**src/rtl/reg_file_scoreboard.sv**
```systemverilog
// Register file with per-entry busy (pending-write) tracking.
//
// One writeback port and two combinational read ports. Each register has a busy
// bit set by issue and cleared by writeback, so decode can tell which source
// operands are not yet valid. Reads bypass a same-cycle writeback for both data
// and busy.
//
// Ports:
//   clk, reset_n            rising-edge clock, asynchronous active-low reset
//   rd_addr_a/b             read addresses
//   rd_data_a/b             read data (signed), zero for out-of-range addresses
//   busy_a/b                pending-write flag of the addressed register
//   wr_en/wr_addr/wr_data   writeback port; also clears the busy bit
//   issue_en/issue_addr     marks a destination register busy
//   busy_count              registered population count of the busy bits
module reg_file_scoreboard #(
    parameter int unsigned          BIT_WIDTH   = 32,
    parameter int unsigned          REG_COUNT   = 16,
    parameter int unsigned          ADDR_WIDTH  = 4,
    parameter logic [BIT_WIDTH-1:0] RESET_VALUE = '0,
    parameter bit                   ZERO_REG    = 1'b1
) (
    input  logic                        clk,
    input  logic                        reset_n,
    input  logic [ADDR_WIDTH-1:0]       rd_addr_a,
    input  logic [ADDR_WIDTH-1:0]       rd_addr_b,
    output logic signed [BIT_WIDTH-1:0] rd_data_a,
    output logic signed [BIT_WIDTH-1:0] rd_data_b,
    output logic                        busy_a,
    output logic                        busy_b,
    input  logic                        wr_en,
    input  logic [ADDR_WIDTH-1:0]       wr_addr,
    input  logic [BIT_WIDTH-1:0]        wr_data,
    input  logic                        issue_en,
    input  logic [ADDR_WIDTH-1:0]       issue_addr,
    output logic [ADDR_WIDTH:0]         busy_count
);

    logic [BIT_WIDTH-1:0]  r_regs [REG_COUNT];
    logic [REG_COUNT-1:0]  r_busy;
    logic [ADDR_WIDTH:0]   r_busy_count;

    logic [REG_COUNT-1:0]  w_busy_d;
    logic [ADDR_WIDTH:0]   w_count_d;
    logic                  w_wr_ok;
    logic                  w_issue_ok;

    logic [ADDR_WIDTH-1:0] w_rd_addr [2];
    logic [BIT_WIDTH-1:0]  w_rd_data [2];
    logic                  w_rd_busy [2];

    // An address is writable when it names a real register that is not the
    // hardwired zero register.
    function automatic logic writable(input logic [ADDR_WIDTH-1:0] addr);
        return (32'(addr) < REG_COUNT) && !(ZERO_REG && (addr == '0));
    endfunction

    assign w_wr_ok    = wr_en && writable(wr_addr);
    assign w_issue_ok = issue_en && writable(issue_addr);

    // Next busy vector: writeback clears, issue sets afterwards so that an issue
    // to the same destination on the same edge leaves the register busy.
    always_comb begin
        w_busy_d  = r_busy;
        w_count_d = '0;
        for (int unsigned i = 0; i < REG_COUNT; i++) begin
            if (w_wr_ok && (32'(wr_addr) == i)) begin
                w_busy_d[i] = 1'b0;
            end
            if (w_issue_ok && (32'(issue_addr) == i)) begin
                w_busy_d[i] = 1'b1;
            end
        end
        for (int unsigned i = 0; i < REG_COUNT; i++) begin
            w_count_d = w_count_d + (ADDR_WIDTH + 1)'(w_busy_d[i]);
        end
    end

    always_ff @(posedge clk or negedge reset_n) begin
        if (!reset_n) begin
            r_busy       <= '0;
            r_busy_count <= '0;
        end else begin
            r_busy       <= w_busy_d;
            r_busy_count <= w_count_d;
        end
    end

    always_ff @(posedge clk or negedge reset_n) begin
        if (!reset_n) begin
            for (int unsigned i = 0; i < REG_COUNT; i++) begin
                r_regs[i] <= (ZERO_REG && (i == 0)) ? '0 : RESET_VALUE;
            end
        end else begin
            for (int unsigned i = 0; i < REG_COUNT; i++) begin
                if (w_wr_ok && (32'(wr_addr) == i)) begin
                    r_regs[i] <= wr_data;
                end
            end
        end
    end

    assign w_rd_addr[0] = rd_addr_a;
    assign w_rd_addr[1] = rd_addr_b;

    // Read ports: array lookup (zero when out of range), then writeback bypass,
    // then the hardwired zero register overrides everything.
    always_comb begin
        for (int p = 0; p < 2; p++) begin
            w_rd_data[p] = '0;
            w_rd_busy[p] = 1'b0;
            for (int unsigned i = 0; i < REG_COUNT; i++) begin
                if (32'(w_rd_addr[p]) == i) begin
                    w_rd_data[p] = r_regs[i];
                    w_rd_busy[p] = r_busy[i];
                end
            end
            if (w_wr_ok && (wr_addr == w_rd_addr[p])) begin
                w_rd_data[p] = wr_data;
                w_rd_busy[p] = 1'b0;
            end
            if (ZERO_REG && (w_rd_addr[p] == '0)) begin
                w_rd_data[p] = '0;
                w_rd_busy[p] = 1'b0;
            end
        end
    end

    assign rd_data_a  = w_rd_data[0];
    assign rd_data_b  = w_rd_data[1];
    assign busy_a     = w_rd_busy[0];
    assign busy_b     = w_rd_busy[1];
    assign busy_count = r_busy_count;

endmodule

```
**config.mk**
```make
export PLATFORM = sky130hd
export DESIGN_NAME = reg_file_scoreboard
export DESIGN_NICKNAME = d
export VERILOG_FILES = /design/src/rtl/reg_file_scoreboard.sv
export SDC_FILE = /design/constraint.sdc
export NUM_CORES = 1
export LEC_CHECK = 0
export ABC_AREA = 1
export BUFFER_PORTS_ARGS = -buffer_cell sky130_fd_sc_hd__buf_2
export CAP_MARGIN = 5
export CORE_MARGIN = 2
export CORE_UTILIZATION = 35
export DETAILED_ROUTE_END_ITERATION = 10
export PLACE_DENSITY = 0.57
export SLEW_MARGIN = 25
export SYNTH_ARGS = -nofsm -noshare
export SYNTH_HDL_FRONTEND = slang
export SYNTH_SLANG_ARGS = --single-unit
```
**constraint.sdc**
```tcl
create_clock -name clk -period 5.2 [get_ports clk]
set_input_delay 0.52 -clock clk [delete_from_list [all_inputs] [get_ports clk]]
set_output_delay 0.52 -clock clk [all_outputs]
set_load 0.005 [all_outputs]
```
==> flow_metrics.env <==
export IMPL_synthesis_area_um2=27320
export IMPL_vias_per_cell=5.276
export IMPL_drtIter0Drc=2798
export IMPL_yosysSeqAreaShare_pct=45.89
export IMPL_post_cts_resize_count=0
export IMPL_clockBufferDepth=3
export IMPL_ys_ff_latch=501
export IMPL_finalHoldViolCount=0
export IMPL_die_y_um=283.4
export IMPL_dp_cells=4879
export IMPL_core_um2=77340
export IMPL_yosysUniqueCellTypes=33
export IMPL_multiInputGateArea_um2=12490
export IMPL_gp_routability_congestion=0.9023
export IMPL_rsz0062_at_grt="false"
export IMPL_path_max_fanout=6
export IMPL_initial_utilization_pct=35.33
export IMPL_ys_warn_count=0
export IMPL_crit_required_ps=5700
export IMPL_n_antenna_cell=0
export IMPL_fin_cells=4976
export IMPL_hpwl_mm=71.30
export IMPL_wl_per_cell_um=20.74
export IMPL_layout_min_cycle_time_ps=3859
export IMPL_cp_slowest_cell="fa_1"
export IMPL_area_growth_pct=13.02
export IMPL_path_cells="buf_2 > nand3_1 > nor2_4 > o22ai_1 > inv_1 > fa_1 > inv_1 > fa_1 > inv_1 > fa_1 > fa_1 > inv_1 > ha_1 > inv_1 > fa_1 > xnor2_1"
export IMPL_drive_gt1_share_pct=9.121
export IMPL_r2r_end="busy_count[2]"
export IMPL_numCtsBuffers=54
export IMPL_clkTransAtPathRegs_ps=60
export IMPL_setup_viol=0
export IMPL_tightestPinTransition_ps=1073
export IMPL_critPathArrivalTime_ps=4360
export IMPL_reg2reg_depth=14
export IMPL_antenna_left=0
export IMPL_nets=3963
export IMPL_final_setup_tns_ps=0
export IMPL_crit_end="busy_count[2]"
export IMPL_stdcell_area_um2=30880
export IMPL_cts_root_buf="clkbuf_16"
export IMPL_cts_tree="built"
export IMPL_maxSlewHeadroom_pct=28.38
export IMPL_grt_max_degree=125
export IMPL_rows=102
export IMPL_r2r_start="r_busy[15]"
export IMPL_die_w_um=283.4
export IMPL_fin_skew_ps=3.895
export IMPL_fillers=8217
export IMPL_clock_sinks=501
export IMPL_synth_avg_cell_area_um2=7.020
export IMPL_wirelength_mm=103.2
export IMPL_antenna_found_initial=6
export IMPL_dieArea_um2=80320
export IMPL_register_area_um2=12540
export IMPL_slowest_delay_ps=550
export IMPL_status="finished, final reports clean"
export IMPL_hp_class="in -> reg"
export IMPL_cts_htree_levels=2
export IMPL_grt_pass1_vias=25050
export IMPL_grt_pass1_wl_mm=156.0
export IMPL_track_usage_pct=25.31
export IMPL_p_leak_nw=14.30
export IMPL_crit_type="in -> reg"
export IMPL_crit_start="wr_addr[1]"
export IMPL_drtPass1Iterations=6
export IMPL_clk_latency_ps=610
export IMPL_port_buffers=122
export IMPL_max_freq_ghz=0.2591
export IMPL_power_density_nw_per_um2=394.3
export IMPL_post_dp_cell_area_um2=28970
export IMPL_setup_worst_path_start_class="primary input"
export IMPL_timing_final_max_slew_violations=0
export IMPL_r2r_slack_ps=1440
export IMPL_drv_cap=0
export IMPL_overflow=0
export IMPL_synthesis_nets=3959
export IMPL_period_share_pct=74.22
export IMPL_vdd_drop_max_mv=0.5470
export IMPL_drcViolationCount=0
export IMPL_cp_end_kind="flip-flop"
export IMPL_ios=123
export IMPL_syn_instance_count=3892
export IMPL_vias=26250
[routing by layer]
layer / part of all wire, % / vias up / routed length, um / GRT usage (%)
met5: 0.011 / - / 11 / 0
met4: 4.8 / 2 / 4944 / 10.75
met3: 6.8 / 263 / 7003 / 3.529
met2: 47 / 1021 / 48430 / 42.18
met1: 41 / 12540 / 42830 / 32.95
li1: - / 12430 / - / -
[placed cells by master (no fill, tap or decap), types with 6 or more instances in the layout]
cell / n
or2_2: 24
o21ai_1: 11
nor2_1: 468
nand2_1: 1199
o21ai_0: 485
nand4_1: 181
nand3_1: 165
buf_2: 121
o211ai_1: 40
buf_4: 72
o22ai_1: 7
or2_0: 6
clkinv_1: 9
nor2_4: 14
fa_1: 10
clkbuf_16: 55
inv_2: 12
clkbuf_8: 20
bufinv_16: 6
dfrtp_1: 501
a21oi_1: 110
clkbuf_1: 10
inv_1: 352
nor2_2: 19
[cell families after synthesis]
group	count (synthesis)	synth area share [%]
flops	501	45.89
fa+ha+maj	15	0.9617
compound gates	660	12.56
buf+inv	624	8.847
xor+xnor	6	0.1923
simple gates	2086	31.55
[cell type report]
| cell class | instances | share of cell area (%) |
|---|---|---|
| inverter | 373 | 4.534 |
| clock inverter | 11 | 0.6766 |
| tap | 1040 | 4.214 |
| timing repair buffer | 199 | 4.052 |
| multi-input combinational | 2767 | 40.46 |
| sequential | 501 | 40.60 |
| clock buffer | 85 | 5.470 |
[worst max-delay path, delay by kind of cell]
kind,cells,cell delay (ps)
adders and majority gates,6,2560
AOI/OAI and AO/OA,1,180
and+or+nand+nor,2,460
xor gates and xnor gates,1,140
buffers and inverters,6,490
[timing repair]
action	in CTS	in global routing
buffers inserted	0	0
hold buffers	1	0
hold endpoints to repair	77	0
[metrics by stage]
stage               worst slack (ps)  hold slack, ps  total power [mW]  util (%)
finish                          1341           190.5             12.18     39.93
detailed placement             726.9           459.3             8.044     37.46
CTS                             1362           176.3             12.23     39.93
global placement               735.9           447.6             7.964     37.46
global route                    1048           202.3             12.90     39.93
floorplan                      755.2           224.4             6.989         -
[Yosys cell counts (all sizes together)]
library cell / instances / area, um^2
clkbuf: 192 / 728.2
o21ai: 496 / 2482
o221ai: 2 / 17.52
nand3: 167 / 835.8
nand4: 181 / 1132
dfrtp: 501 / 12540
fa: 10 / 200.2
nand2: 1203 / 4526
or2: 31 / 193.9
o22ai: 7 / 43.79
inv: 364 / 1366
o211ai: 40 / 300.3
xor2: 5 / 43.79
a21oi: 110 / 550.5
clkinv: 9 / 33.78
nor2: 501 / 1918
xnor2: 1 / 8.760
buf: 59 / 289.0
o21a: 2 / 15.01
o31ai: 1 / 7.510
a22oi: 2 / 15.01
ha: 5 / 62.56
nor3: 3 / 15.01
[power breakdown]
group	switching, mW	total, mW	internal (mW)
logic	1.70	2.64	0.939
registers	0.563	5.35	4.79
clock network	1.68	4.19	2.51
total	3.94	12.2	8.23
[how the worst min path moves through the flow]
stage                              from             to  slack [ps]  cells after the start
after detailed placement      r_busy[0]      r_busy[0]         460                      0
final                     issue_addr[1]      r_busy[1]         190                      2
after floorplan                 reset_n  busy_count[0]         220                      0
after global routing      issue_addr[1]      r_busy[1]         200                      2
after global placement        r_busy[0]      r_busy[0]         450                      0
after CTS                 issue_addr[1]      r_busy[1]         180                      2
[sequential cells by signal (all words and copies together) (netlist names)]
register and count:
busy_count 5, r_regs 480, r_busy 16
(Power assumes the default switching activity.)
